## config.mk

```make
export PLATFORM = sky130hd
export DESIGN_NAME = rr_mux
export DESIGN_NICKNAME = d
export VERILOG_FILES = /design/src/rtl/mux_pkg.sv /design/src/rtl/rr_arbiter.sv /design/src/rtl/rr_mux.sv
export SDC_FILE = /design/constraint.sdc
export NUM_CORES = 1
export LEC_CHECK = 0
export ABC_AREA = 1
export BUFFER_PORTS_ARGS = -buffer_cell sky130_fd_sc_hd__buf_2
export CAP_MARGIN = 20
export CORE_ASPECT_RATIO = 1.25
export CORE_MARGIN = 4
export CORE_UTILIZATION = 41
export CTS_BUF_LIST = sky130_fd_sc_hd__clkbuf_4 sky130_fd_sc_hd__clkbuf_8
export CTS_CLUSTER_SIZE = 30
export DETAILED_ROUTE_END_ITERATION = 8
export GPL_TIMING_DRIVEN = 1
export HOLD_SLACK_MARGIN = 0.06
export PLACE_DENSITY_LB_ADDON = 0.12
export SETUP_SLACK_MARGIN = 0.3
export SYNTH_ARGS = -nofsm -noshare
export SYNTH_HDL_FRONTEND = slang
export SYNTH_SLANG_ARGS = --single-unit
```

## constraint.sdc

```tcl
create_clock -name clk -period 2.5 [get_ports clk]
set_input_delay 0.125 -clock clk [delete_from_list [all_inputs] [get_ports clk]]
set_output_delay 0.125 -clock clk [all_outputs]
set_load 0.01 [all_outputs]
```

## src/rtl/mux_pkg.sv

```systemverilog
// Shared types and helpers for the round-robin merge block.
// DATA_SIZE falls back to 32 when the build does not supply it.
`ifndef DATA_SIZE
`define DATA_SIZE 32
`endif

package mux_pkg;

    localparam int DEFAULT_WIDTH = `DATA_SIZE;

    function automatic int sel_width(input int n);
        return (n > 1) ? $clog2(n) : 1;
    endfunction

endpackage

```

## src/rtl/rr_arbiter.sv

```systemverilog
// Combinational rotate-priority encoder: first requester at or after ptr wins.
// Purely combinational, reusable wherever a round-robin pick is needed.
module rr_arbiter
    import mux_pkg::*;
#(
    parameter  int N     = 4,
    localparam int SEL_W = sel_width(N)
) (
    input  logic [N-1:0]     req,
    input  logic [SEL_W-1:0] ptr,
    input  logic             enable,
    output logic [N-1:0]     grant,
    output logic [SEL_W-1:0] grant_idx
);

    int   w_j;
    logic w_found;

    always_comb begin
        grant     = '0;
        grant_idx = '0;
        w_found   = 1'b0;
        w_j       = 0;
        for (int k = 0; k < N; k++) begin
            w_j = int'(ptr) + k;
            if (w_j >= N) w_j = w_j - N;
            if (enable && !w_found && req[w_j]) begin
                grant[w_j] = 1'b1;
                grant_idx  = SEL_W'(w_j);
                w_found    = 1'b1;
            end
        end
    end

endmodule

```

## src/rtl/rr_mux.sv

```systemverilog
// N-way valid/ready merge with round-robin arbitration and one output register.
// RR_MUX_LOCK_EN adds in_last/out_last and holds the grant across a packet.
module rr_mux
    import mux_pkg::*;
#(
    parameter  int N     = 4,
    parameter  int WIDTH = DEFAULT_WIDTH,
    localparam int SEL_W = sel_width(N)
) (
    input  logic               clk,
    input  logic               reset,
    input  logic [N-1:0]       in_valid,
    input  logic [N*WIDTH-1:0] in_data,
`ifdef RR_MUX_LOCK_EN
    input  logic [N-1:0]       in_last,
    output logic               out_last,
`endif
    output logic [N-1:0]       in_ready,
    output logic               out_valid,
    output logic [WIDTH-1:0]   out_data,
    output logic [SEL_W-1:0]   out_sel,
    input  logic               out_ready
);

    logic             r_out_valid;
    logic [WIDTH-1:0] r_out_data;
    logic [SEL_W-1:0] r_out_sel;
    logic [SEL_W-1:0] r_ptr;

    logic             w_load;
    logic [N-1:0]     w_req;
    logic [N-1:0]     w_grant;
    logic [SEL_W-1:0] w_idx;
    logic             w_xfer;
    logic             w_last;
    logic [WIDTH-1:0] w_data;
    logic [SEL_W-1:0] w_ptr_nxt;

    assign w_load = !r_out_valid || out_ready;

`ifdef RR_MUX_LOCK_EN
    logic             r_lock;
    logic [SEL_W-1:0] r_lock_ch;
    logic             r_out_last;

    // While locked only the owning channel may be considered.
    always_comb begin
        w_req = in_valid;
        if (r_lock) begin
            w_req = '0;
            for (int i = 0; i < N; i++) begin
                if (i == int'(r_lock_ch)) w_req[i] = in_valid[i];
            end
        end
    end

    assign w_last   = |(in_last & w_grant);
    assign out_last = r_out_last;

    always_ff @(posedge clk) begin
        if (reset) begin
            r_lock     <= 1'b0;
            r_lock_ch  <= '0;
            r_out_last <= 1'b0;
        end else if (w_xfer) begin
            r_lock     <= !w_last;
            r_lock_ch  <= w_idx;
            r_out_last <= w_last;
        end
    end
`else
    assign w_req  = in_valid;
    assign w_last = 1'b1;
`endif

    rr_arbiter #(
        .N(N)
    ) u_arb (
        .req      (w_req),
        .ptr      (r_ptr),
        .enable   (w_load && !reset),
        .grant    (w_grant),
        .grant_idx(w_idx)
    );

    assign in_ready = w_grant;
    assign w_xfer   = |w_grant;

    always_comb begin
        w_data = '0;
        for (int i = 0; i < N; i++) begin
            if (w_grant[i]) w_data = w_data | in_data[i*WIDTH +: WIDTH];
        end
    end

    assign w_ptr_nxt = (int'(w_idx) == N - 1) ? '0 : w_idx + SEL_W'(1);

    always_ff @(posedge clk) begin
        if (reset) begin
            r_out_valid <= 1'b0;
            r_out_data  <= '0;
            r_out_sel   <= '0;
            r_ptr       <= '0;
        end else if (w_load) begin
            if (w_xfer) begin
                r_out_valid <= 1'b1;
                r_out_data  <= w_data;
                r_out_sel   <= w_idx;
                if (w_last) r_ptr <= w_ptr_nxt;
            end else begin
                r_out_valid <= 1'b0;
            end
        end
    end

    assign out_valid = r_out_valid;
    assign out_data  = r_out_data;
    assign out_sel   = r_out_sel;

endmodule
```

Word level (Yosys, flattened, before mapping)
Index checks and enable logic that the tools add are counted.
- bitwise gates (word level): 6
- $lt $le $gt $ge: 12
- multiplexer cells: 41
- reductions and logical operators: 20
- add/subtract/negate cells: 8
- eq/ne operators: 1
- operators by type and width (cell ; count):
    $mux W32 ; 8
    $ge A32 B1 Y1 const B ; 4
    $lt A32 B4 Y1 const B ; 4
    $ge A32 B4 Y1 const B ; 3
    $or A32 B32 Y32 ; 3
    $sub A32 B4 Y32 const B ; 3
    $mux W1 ; 16
    $mux W4 ; 4
    $logic_and A1 B1 Y1 ; 12
    $or A4 B4 Y4 ; 3
    $mux W2 ; 5
    $bmux W1 S2 ; 4
    $demux W1 S2 ; 4
    $add A2 B2 Y3 const B ; 2
    $logic_not A1 Y1 ; 5
    $reduce_or A4 Y1 ; 1
    $sub A2 B3 Y4 const B ; 1
    $add A2 B1 Y3 const B ; 1
    $ge A2 B3 Y1 const B ; 1
    $add A2 B1 Y2 const B ; 1
    $eq A2 B1 Y1 const B ; 1
    $reduce_and A2 Y1 ; 1
    $logic_or A1 B1 Y1 ; 1
- bits of input ports: 135
- flip-flop bits (word level): 37
- output and inout bits: 39

Depth between registers and ports, before layout
Gate-level depths: netlist (run 1).
- depth in word-level cells: 26
- depth in mapped cells: 16

By module
From an unflattened synthesis (run 1), not the netlist that was laid out.
- cells, all modules: 621
- area, all modules: 3270.6 sq um
- by module, submodules not included (module ; times used ; sequential area each (sq um) ; area an instance (sq um) ; cells each):
    rr_mux ; 1 ; 740.7 ; 2772.7 ; 540
    rr_arbiter ; 1 ; 0.0 ; 498.0 ; 81

Worst setup path before layout (run 1)
No wires, ideal clock.
- path type: flip-flop to flip-flop
- start: reg r_ptr[0]
- end: reg r_ptr[1]
- required time: 2368 ps
- slack: 150 ps
- cell stages (with the launch flop): 14
- arrival: 2218 ps
- path through: dfxtp_1 -> inv_2 -> ha_1 -> inv_1 -> nand3_2 -> nand2_1 -> inv_1 -> nor2_2 -> buf_4 -> a21oi_1 -> o21ai_0 -> ha_1 -> nand2_1 -> a21oi_1
- word-level cells in the longest chain between the ends: 21
- RTL lines (element ; line ; source):
    start, declared ; rr_mux.sv:28 ; logic [SEL_W-1:0] r_ptr;
    start signal, assigned ; rr_mux.sv:109 ; if (w_last) r_ptr <= w_ptr_nxt;
    branches (longest 18 deep; another with $sub A32 B4 Y32) ; - ;
    $mux W2 * ; rr_arbiter.sv:27 ; if (enable && !w_found && req[w_j]) begin
    net u_arb.grant_idx[0] ; rr_arbiter.sv:13 ; output logic [SEL_W-1:0] grant_idx
    $add A2 B1 Y2 / $eq A2 B1 Y1 (equally long branches) ; rr_mux.sv:96 ; assign w_ptr_nxt = (int'(w_idx) == N - 1) ? '0 : w_idx + SEL_W'(1);
    $mux W2 * ; rr_mux.sv:96 ;
    net w_ptr_nxt[1] ; rr_mux.sv:37 ; logic [SEL_W-1:0] w_ptr_nxt;
Mark *: on every way through the listed nets, which the timed path passes. The select of a mux whose other input is x is not followed.
A chain may end at the register's enable or synchronous reset.

Worst setup path in the final report (run 1)
- start: reg r_ptr[0]
- end: reg r_ptr[0]
- word-level cells in the longest chain between the ends: 21
- RTL lines (element ; line):
    branches (longest 18 deep; another with $sub A32 B4 Y32) ; -
    $mux W2 * ; rr_arbiter.sv:27
    net u_arb.grant_idx[1] ; rr_arbiter.sv:13
    $eq A2 B1 Y1 * ; rr_mux.sv:96
    $mux W2 * ; rr_mux.sv:96
Marks and branches as above.

==> results of run 1 <==
cell families after synthesis:
| group | count (synthesis) | share of synthesized area, % |
|---|---|---|
| compound gates | 41 | 8.663 |
| fa+ha+maj | 8 | 3.518 |
| buf+inv | 38 | 9.323 |
| flops | 37 | 26.03 |
| simple gates | 328 | 52.46 |
where the power goes:
part	total, W	switching (W)	leakage, nW	internal (W)
registers	0.000937	0.000115	0.305	0.000822
clock network	0.000550	0.000214	0.0619	0.000336
logic	0.00398	0.00225	1.98	0.00172
total	0.00546	0.00258	2.34	0.00288
flip-flops by register name, indices dropped and copies added, names as in the netlist:
name and count:
r_ptr 2, out_valid 1, out_sel 2, out_data 32
routing by layer:
metal	wire length [um]	GRT usage (%)	vias to the layer above
met5	0	0	-
met4	200	7.296	0
met3	720	4.537	19
met2	5233	43.46	129
met1	3725	23.40	1586
li1	-	-	1837
worst min-delay path by stage:
stage | start | to | cells past startpoint
6_report | out_ready | out_valid$_SDFFE_PP0N_ | 4
5_1_grt | in_data[85] | out_data[21]$_SDFFE_PP0P_ | 5
4_1_cts | out_ready | out_valid$_SDFFE_PP0N_ | 4
3_5_place_dp | in_data[64] | out_data[0]$_SDFFE_PP0P_ | 5
3_3_place_gp | in_data[65] | out_data[1]$_SDFFE_PP0P_ | 5
2_1_floorplan | out_ready | out_valid$_SDFFE_PP0N_ | 3
timing repair:
action	CTS	global route
setup buffers	19	5
resized for setup	17	12
hold buffers	0	0
gates cloned	3	1
pin swaps	9	3
endpoints found under the setup margin	41	41
critical path, stage by stage, from the launching register on:
cell and delay, ns:
dfxtp_4 0.35, inv_2 0.05, ha_4 0.24, inv_2 0.08, nand3_4 0.10, nand2_1 0.09, inv_2 0.06, nor2_4 0.15
buf_4 0.14, nand2_1 0.11, o22ai_1 0.18, inv_1 0.09, ha_1 0.18, nor2_1 0.10, nand2_1 0.06, a21oi_1 0.12
cell type report:
cell class | instances | area, um2
Clock buffer | 7 | 90.09
Clock inverter | 1 | 30.03
Fill cell | 643 | 2416
Inverter | 14 | 52.55
Multi-Input combinational cell | 380 | 1926
Sequential cell | 37 | 745.7
Tap cell | 87 | 108.9
Timing Repair Buffer | 212 | 1279
cell usage in the layout, fill, tap and decap left out, drive strengths merged:
| cell type | count |
|---|---|
| a21oi | 38 |
| and2 | 1 |
| buf | 211 |
| bufinv | 1 |
| clkbuf | 8 |
| dfxtp | 37 |
| ha | 8 |
| inv | 14 |
| nand2 | 224 |
| nand3 | 59 |
| nand4 | 4 |
| nor2 | 43 |
| o21ai | 1 |
| o21bai | 1 |
| o22ai | 1 |
stage by stage:
stage	setup WS (ns)	instance area [um2]
after CTS	0.3016	4130
after detailed placement	0.06567	3717
final	0.3265	4232
after global placement	0.1127	3717
after floorplan	0.3254	2850
after global routing	0.2285	4232
==> qor.yml, run 1 <==
cells_and_area:
  final_nets: 793
  layout-drive-gt1-share_pct: 41.78
  layout.cells.non_filler: 738
  fin_util_pct: 63.66
  diodes: 0
  area_delta_synth_final_pct: 48.72
grt:
  grt_pass1_vias: 3357
  grt_pass1_wl_mm: 14.61
  grt_max_degree: 38
  grt_overflow_total: 0
  grtUsageTotal_pct: 22.45
  antenna_found_initial: 0
die:
  dieHeight_um: 101.1
  core_region_area_um2: 6648
  ios: 174
  dieArea_um2: 8345
  fp.dieW_um: 82.51
  start_util_pct: 42.80
  rows: 33
timing:
  slew-limit-headroom_pct: 69.69
  fmax_ghz: 0.4601
  post-route-period-util_pct: 86.94
  setup_viol: 0
  rsz0062_at_grt: "true"
  slew_violations: 0
  hold_ws_ns: 0.1613
  hold_viol_final: 0
  period_needed_ns: 2.174
  worstMarginPinSlew_ns: 0.4546
  timing.clock.skew_ns: 0.002329
  tns_ns: 0
detailed_routing:
  drtPass1Iterations: 4
  wl_per_cell_um: 13.39
  detail-route-antenna-nets: 0
  drcViolationCount: 0
  routed_wl_mm: 9.879
  vias: 3571
  vias_per_cell: 4.839
  initialDrtViolationCount: 140
yosys:
  synth_commonest_cells: "nand2_1, nand3_1, dfxtp_1"
  yosysMostFrequentCell: "nand2_1"
  yosysSeqAreaShare_pct: 26.03
  synth.largest_area_cell: "nand2_1"
  ys.warnings.count: 0
  yosysTopAreaCellShare_pct: 29.16
  synth_area_um2: 2845
  synth.distinct_cells: 25
  synth-edff-count: 0
  synthCells: 452
  async_reset_ff_share_pct: 0
  avgSynthCellArea_um2: 6.295
  ys_ff_latch: 37
  ys_top_cells_by_area: "nand2_1, dfxtp_1, nand3_1, buf_6, a21oi_1"
  synth_ff_type: "dfxtp_1"
  syn-num-nets: 595
run:
  cap_viol_max_count: 0
clock_tree:
  clk_path_buf_depth: 2
  clk_latency_ns: 0.29
  cts_htree_levels: 2
  cts_root_buffer: "clkbuf_8"
  cts.sinks: 37
  clk_pin_slew_ns: 0.07
  cts_tree: "yes"
  cts_buffers: 5
critical_path:
  cp-start-kind: "flip-flop"
  startpoint: "r_ptr[0]$_SDFFE_PP0P_"
  reg2reg_to: "r_ptr[0]$_SDFFE_PP0P_"
  cp-endpoint: "r_ptr[0]$_SDFFE_PP0P_"
  arrival_ns: 2.39
  end_kind: "flip-flop"
  r2r_slack_ns: 0.33
  required_ns: 2.71
  crit_path_max_fanout: 6
  reg2reg_depth: 15
  worst_r2r_startpoint: "r_ptr[0]$_SDFFE_PP0P_"
  worstSetupPathType: "flip-flop to flip-flop"
placement:
  dp.cells: 702
  port_buffers: 173
  hpwl_mm: 6.847
  gp_congestion: 0.8485
min_path:
  hold_path_class: "primary input to flip-flop"
power:
  p_per_area_nw_per_um2: 1291
  peakVddDrop_uv: 770.7
  power.total_w: 0.005462
  power.leakage_nw: 2.344
status:
  outcome: "complete, no violations"
No activity file was read; power rests on OpenSTA's default activity.
==> run 2, diff against run 1 <==
==> constraint.sdc (replaced) <==
create_clock -name clk -period 1.74 [get_ports clk]
set_input_delay 0.087 -clock clk [delete_from_list [all_inputs] [get_ports clk]]
set_output_delay 0.087 -clock clk [all_outputs]
set_load 0.01 [all_outputs]
==> qor.yml, run 2 (synthesis results as in run 1) <==
status:
  outcome: "finished with violations"
  violations: "setup timing"
min_path:
  hold_path_class: "primary input to flip-flop"
  hp-start: "out_ready"
  min_to: "out_valid$_SDFFE_PP0N_"
  hold_path_depth: 4  # unchanged
clock_tree:
  cts_htree_levels: 2  # unchanged
  cts_buffers: 5  # unchanged
  cts_tree: "yes"
  cts_hold_buf: 0  # unchanged
  clk_path_buf_depth: 2  # unchanged
  cts.sinks: 37  # unchanged
  clk_latency_ns: 0.29  # about the same
  cts_root_buffer: "clkbuf_8"
  clk_pin_slew_ns: 0.07  # about the same
placement:
  port_buffers: 173  # unchanged
  hpwl_mm: 7.522  # +9.8%
  gp_congestion: 0.8873  # +4.6%
power:
  p_int_w: 0.005297  # +84%
  comb_power_share_pct: 77.2  # +4.4 points
  power.clock.fraction_pct: 8.3  # -1.8 points
  netSwitchingFraction_pct: 44.57  # -2.7 points
  power.leakage_nw: 2.580  # +10%
  switchingPower_w: 0.004260  # +65%
  p_per_area_nw_per_um2: 1976  # +53%
  peakVddDrop_uv: 1090  # +41%
  power_frac_seq_pct: 14.4  # -2.8 points
timing:
  period_needed_ns: 2.140  # -0.03322 ns
  hold_ws_ns: 0.1309  # -0.03039 ns
  fin_ws_ns: -0.4003  # -0.7268 ns
  rsz0062_at_grt: "true"
  setup_viol: 41  # +41
  post-route-period-util_pct: 123.0  # +36 points
  tns_ns: -13.40  # -13.40 ns
  timing.clock.skew_ns: 0.002056  # -0.0002730 ns
  worstMarginPinSlew_ns: 0.4830  # +0.02834 ns
  hold_viol_final: 0  # unchanged
  slew_violations: 0  # unchanged
  slew-limit-headroom_pct: 67.80  # -1.9 points
  fmax_ghz: 0.4672  # +1.6%
critical_path:
  crit_path_max_fanout: 5  # -1
  cp-start-kind: "flip-flop"
  required_ns: 1.96  # -0.75 ns
  cpPeakStageDelay_ns: 0.37  # +0.02 ns
  crit_chain: "inv_6, ha_4, inv_4, nand3_4, buf_4, nand4_1, nand2_1, inv_2, nand3_4, buf_12, nor2_8, buf_12, buf_12, nand3_1, a21oi_1"
  startpoint: "r_ptr[0]$_SDFFE_PP0P_"
  worst_r2r_startpoint: "r_ptr[0]$_SDFFE_PP0P_"
  cpMaxStageDelayCell: "dfxtp_4"
  worstSetupPathType: "flip-flop to flip-flop"
  reg2reg_to: "out_data[29]$_SDFFE_PP0P_"
  end_kind: "flip-flop"
  r2r_slack_ns: -0.40  # -0.73 ns
  arrival_ns: 2.36  # -0.03 ns
  crit_top_cell: "buf_12"
  reg2reg_depth: 15  # unchanged
die:
  start_util_pct: 42.80  # unchanged
  dieHeight_um: 101.1  # unchanged
  core_region_area_um2: 6648  # unchanged
  rows: 33  # unchanged
  dieArea_um2: 8345  # unchanged
  fp.dieW_um: 82.51  # unchanged
  ios: 174  # unchanged
grt:
  grt_max_degree: 38  # unchanged
  grt_pass1_vias: 3546  # +5.6%
  grt_overflow_total: 0  # unchanged
  grtUsageTotal_pct: 23.43  # +0.98 points
  antenna_found_initial: 0  # unchanged
  grt_pass1_wl_mm: 15.29  # +4.6%
detailed_routing:
  vias: 3721  # +4.2%
  drcViolationCount: 0  # unchanged
  vias_per_cell: 4.851  # +0.26%
  initialDrtViolationCount: 98  # -30%
  wl_per_cell_um: 13.62  # +1.8%
  drtPass1Iterations: 4  # unchanged
  detail-route-antenna-nets: 0  # unchanged
  routed_wl_mm: 10.45  # +5.8%
cells_and_area:
  layout-drive-gt1-share_pct: 50.44  # +8.7 points
  area_delta_synth_final_pct: 70.01
  final_cell_mix: "nand2_1, buf_2, buf_4"
  largest_reg_flops: 32  # unchanged
  final_nets: 822  # +3.7%
  multi_input_area_um2: 2091  # +8.6%
  final_common_cell: "nand2_1"
  diodes: 0  # unchanged
  regArea_um2: 748.2  # +0.34%
  nFillCells: 556  # -14%
run:
  cap_viol_max_count: 0  # unchanged
[run 2: final cells by class]
type | instances | area share, %
timing repair buffer | 244 | 35.28
clock buffer | 7 | 1.862
clock inverter | 1 | 0.6208
tap | 87 | 2.250
sequential | 37 | 15.47
multi-input combinational | 377 | 43.22
inverter | 14 | 1.293
[run 2: power by group through the flow]
| stage | combinational, W | sequential, W | clock (W) |
|---|---|---|---|
| after floorplan | 0.00351 | 0.00154 | 0 |
| after global placement | 0.00549 | 0.00137 | 0 |
| after detailed placement | 0.00558 | 0.00138 | 0 |
| after CTS | 0.00665 | 0.00136 | 0.000810 |
| after global routing | 0.00797 | 0.00142 | 0.000848 |
| final | 0.00738 | 0.00138 | 0.000794 |
[run 2: metal layers]
layer	GRT usage (%)	wire, um	up-vias	part of all wire (%)
li1	-	-	1892	-
met1	24.17	3930	1677	38
met2	46.11	5509	131	53
met3	4.626	791	21	7.6
met4	6.792	217	0	2.1
met5	0	0	-	0
[run 2: per-stage QoR]
stage	power (W)	instances	setup WS (ns)	cell area [um2]	util (%)
6_report	0.009557	767	-0.4003	4837	72.76
5_1_grt	0.01024	767	-0.4863	4837	72.76
4_1_cts	0.008819	762	-0.3332	4617	69.45
3_5_place_dp	0.006959	731	-0.3357	4136	62.22
3_3_place_gp	0.006858	731	-0.2701	4136	62.22
2_1_floorplan	0.005049	452	-0.2114	2939	-
[run 2: timing repair]
item | 4_1_cts | 5_1_grt
setup endpoints to repair | 41 | 41
pin swaps | 16 | 37
cloned | 1 | 4
resized for setup | 37 | 26
setup buffers | 22 | 1
[run 2: worst max path at each step]
stage / cells past startpoint / end / slack [ns]
after floorplan: 14 / out_data[10]$_SDFFE_PP0P_ / -0.21
after global placement: 12 / out_data[5]$_SDFFE_PP0P_ / -0.27
after detailed placement: 14 / out_data[6]$_SDFFE_PP0P_ / -0.34
after CTS: 12 / in_ready[3] / -0.33
after global routing: 16 / out_data[29]$_SDFFE_PP0P_ / -0.49
final: 15 / out_data[29]$_SDFFE_PP0P_ / -0.40
[run 2: critical path: cells and delay by family (launching register included)]
| kind | cells | cell delay [ns] |
|---|---|---|
| buffers and inverters | 7 | 0.73 |
| adder cells (fa/ha/maj) | 1 | 0.25 |
| flip-flops | 1 | 0.37 |
| AND/OR/NAND/NOR | 6 | 0.54 |
| AO/OA/AOI/OAI | 1 | 0.15 |
==> run 3, diff against run 2 <==
--- a/config.mk
+++ b/config.mk
@@ -10,7 +10,7 @@
 export CAP_MARGIN = 20
 export CORE_ASPECT_RATIO = 1.25
 export CORE_MARGIN = 4
-export CORE_UTILIZATION = 41
+export CORE_UTILIZATION = 43
 export CTS_BUF_LIST = sky130_fd_sc_hd__clkbuf_4 sky130_fd_sc_hd__clkbuf_8
 export CTS_CLUSTER_SIZE = 30
 export DETAILED_ROUTE_END_ITERATION = 8
@@ -20,4 +20,5 @@
 export SETUP_SLACK_MARGIN = 0.3
 export SYNTH_ARGS = -nofsm -noshare
 export SYNTH_HDL_FRONTEND = slang
+export SYNTH_HIERARCHICAL = 1
 export SYNTH_SLANG_ARGS = --single-unit
==> qor.yml, run 3 <==
yosys:
  async_reset_ff_share_pct: 0  # unchanged
  ys.warnings.count: 6  # +6
  syn-num-nets: 764  # +28%
  yosysSeqAreaShare_pct: 22.65  # -3.4 points
  ys_top_cells_by_area: "nand2_1, dfxtp_1, inv_1, nor2_1, nand3_1"
  avgSynthCellArea_um2: 5.267  # -16%
  synth_ff_type: "dfxtp_1"
  yosysTopAreaCellShare_pct: 35.92  # +6.8 points
  synth-edff-count: 0  # unchanged
  synthCells: 621  # +37%
  yosysMostFrequentCell: "nand2_1"
  synth.distinct_cells: 22  # -12%
  synth_commonest_cells: "nand2_1, inv_1, nor2_1"
  synth_area_um2: 3271  # +15%
  ys_ff_latch: 37  # unchanged
  synth.largest_area_cell: "nand2_1"
timing:
  tns_ns: -17.22  # -3.820 ns
  rsz0062_at_grt: "true"
  slew_violations: 0  # unchanged
  setup_viol: 41  # unchanged
  hold_ws_ns: 0.1430  # +0.01208 ns
  post-route-period-util_pct: 125.6  # +2.6 points
  worstMarginPinSlew_ns: 0.3904  # -0.09262 ns
  period_needed_ns: 2.186  # +0.04534 ns
  slew-limit-headroom_pct: 73.98  # +6.2 points
  timing.clock.skew_ns: 0.005441  # +0.003385 ns
  fin_ws_ns: -0.4457  # -0.04534 ns
  fmax_ghz: 0.4575  # -2.1%
  hold_viol_final: 0  # unchanged
clock_tree:
  clk_pin_slew_ns: 0.07  # about the same
  cts.sinks: 37  # unchanged
  cts_tree: "yes"
  cts_root_buffer: "clkbuf_8"
  cts_hold_buf: 0  # unchanged
  clk_path_buf_depth: 2  # unchanged
  cts_buffers: 5  # unchanged
  cts_htree_levels: 2  # unchanged
  clk_latency_ns: 0.29  # about the same
placement:
  hpwl_mm: 7.438  # -1.1%
  place_ws_ns: -0.4556  # -0.1199 ns
  gp_congestion: 0.8737  # -1.5%
  postPlaceCellArea_um2: 4463  # +7.9%
  port_buffers: 173  # unchanged
  dp.cells: 885  # +21%
grt:
  antenna_found_initial: 0  # unchanged
  grt_max_degree: 35  # -7.9%
  grt_pass1_wl_mm: 15.51  # +1.4%
  grtUsageTotal_pct: 20.87  # -2.6 points
  grt_pass1_vias: 3614  # +1.9%
  grt_overflow_total: 0  # unchanged
cells_and_area:
  final_area_um2: 5184  # +7.2%
  area_delta_synth_final_pct: 58.49
  diodes: 0  # unchanged
  layout-drive-gt1-share_pct: 37.71  # -13 points
  final_common_cell: "nand2_1"
  nFillCells: 666  # +20%
  final_nets: 965  # +17%
  layout.cells.non_filler: 914  # +19%
  final_cell_mix: "nand2_1, buf_2, inv_1"
  largest_reg_flops: 32  # unchanged
die:
  fp.dieW_um: 86.01  # +4.2%
  start_util_pct: 44.19  # +1.4 points
  dieArea_um2: 9074  # +8.7%
  rows: 35  # +6.1%
  ios: 174  # unchanged
  core_region_area_um2: 7401  # +11%
  dieHeight_um: 105.5  # +4.3%
critical_path:
  worstSetupPathType: "flip-flop to flip-flop"
  cpPeakStageDelay_ns: 0.38  # about the same
  arrival_ns: 2.37  # about the same
  end_kind: "flip-flop"
  crit_path_max_fanout: 17  # +12
  crit_chain: "inv_6, ha_4, nand3_4, nand2_4, inv_4, nor2_4, nand3_2, nand3_4, nor2_4, nand2_4, nand2_8, clkbuf_16, nor2_1, nor2_1"
  cp-start-kind: "flip-flop"
  cpMaxStageDelayCell: "dfxtp_4"
  required_ns: 1.93  # -0.03 ns
power:
  peakVddDrop_uv: 1235  # +13%
  power.leakage_nw: 3.076  # +19%
  p_per_area_nw_per_um2: 1731  # -12%
run:
  cap_viol_max_count: 0  # unchanged
detailed_routing:
  vias_per_cell: 4.566  # -5.9%
  wl_per_cell_um: 11.64  # -15%
  detail-route-antenna-nets: 0  # unchanged
  drcViolationCount: 0  # unchanged
  routed_wl_mm: 10.64  # +1.8%
  initialDrtViolationCount: 122  # +24%
  drtPass1Iterations: 4  # unchanged
  vias: 4173  # +12%
status:
  outcome: "finished with violations"
  violations: "setup timing"
min_path:
  hold_path_class: "primary input to flip-flop"
-- run 3: cell types whose count changed after synthesis, moves of 10 or more --
cell,before,now
inv_1,13,107
nand2_1,221,313
nor2_1,36,69
a21oi_1,28,5
nand3_1,41,24
buf_2,2,14
nand3_2,14,3
a21oi_2,10,0
-- run 3: final cells by class --
cell class / count / area [um2] / share of cell area, %
Clock buffer: 5 / 68.82 / 1.328
Clock inverter: 2 / 35.03 / 0.6758
Inverter: 110 / 425.4 / 8.207
Multi-Input combinational cell: 447 / 2231 / 43.04
Sequential cell: 37 / 748.2 / 14.43
Tap cell: 92 / 115.1 / 2.221
Timing Repair Buffer: 221 / 1560 / 30.10
-- run 3: repair_timing --
item                       in CTS  in global routing
pin swaps                      13                 18
setup endpoints to repair      41                 41
setup buffers                   5                  9
hold endpoints to repair        0                  0
gates cloned                    3                  5
resized for setup              20                 55
-- run 3: kinds of logic (layout without fill, tap and decap cells) --
| logic type | after synthesis | after routing | share of synthesized area (%) |
|---|---|---|---|
| AND/OR/NAND/NOR | 433 | 434 | 54.74 |
| buffers and inverters | 138 | 338 | 18.78 |
| flip-flops | 37 | 37 | 22.65 |
| adder cells (fa/ha/maj) | 8 | 8 | 3.061 |
| AO/OA/AOI/OAI | 5 | 5 | 0.7650 |
-- run 3: worst max-delay path: cells and delay by family, from the launching register on --
kind / cells / cell delay (ns)
simple gates: 10 / 1.10
flops: 1 / 0.38
fa+ha+maj: 1 / 0.30
buf+inv: 3 / 0.29
-- run 3: metrics by stage --
stage / utilization (%) / total power, W
after floorplan: - / 0.005119
after global placement: 60.30 / 0.006300
after detailed placement: 60.30 / 0.006441
after CTS: 64.82 / 0.007643
after global routing: 70.04 / 0.009799
final: 70.04 / 0.008972
-- run 3: path summary, 6_finish.rpt --
| check | start | endpoint | slack (ns) | cells after the start |
|---|---|---|---|---|
| worst max-delay path | r_ptr[0]$_SDFFE_PP0P_ | out_data[22]$_SDFFE_PP0P_ | -0.45 | 14 |
| worst min register to register | out_data[13]$_SDFFE_PP0P_ | out_data[13]$_SDFFE_PP0P_ | 0.51 | 4 |
| worst max register to register | r_ptr[0]$_SDFFE_PP0P_ | out_data[22]$_SDFFE_PP0P_ | -0.45 | 14 |
| worst min-delay path | reset | out_valid$_SDFFE_PP0N_ | 0.14 | 5 |
-- run 3: layer usage --
| layer | routed length (um) | global-route usage [%] | up-vias |
|---|---|---|---|
| met3 | 687 | 3.753 | 21 |
| met1 | 4142 | 23.46 | 1831 |
| met4 | 221 | 6.561 | 0 |
| met5 | 0 | 0 | - |
| met2 | 5589 | 38.81 | 135 |
| li1 | - | - | 2186 |
-- run 3: power by group --
group | leakage [nW] | internal, W | switching [W] | total [W]
combinational | 2.72 | 0.00323 | 0.00375 | 0.00698
clock | 0.0540 | 0.000417 | 0.000298 | 0.000714
sequential | 0.307 | 0.00114 | 0.000137 | 0.00128
total | 3.08 | 0.00479 | 0.00418 | 0.00897
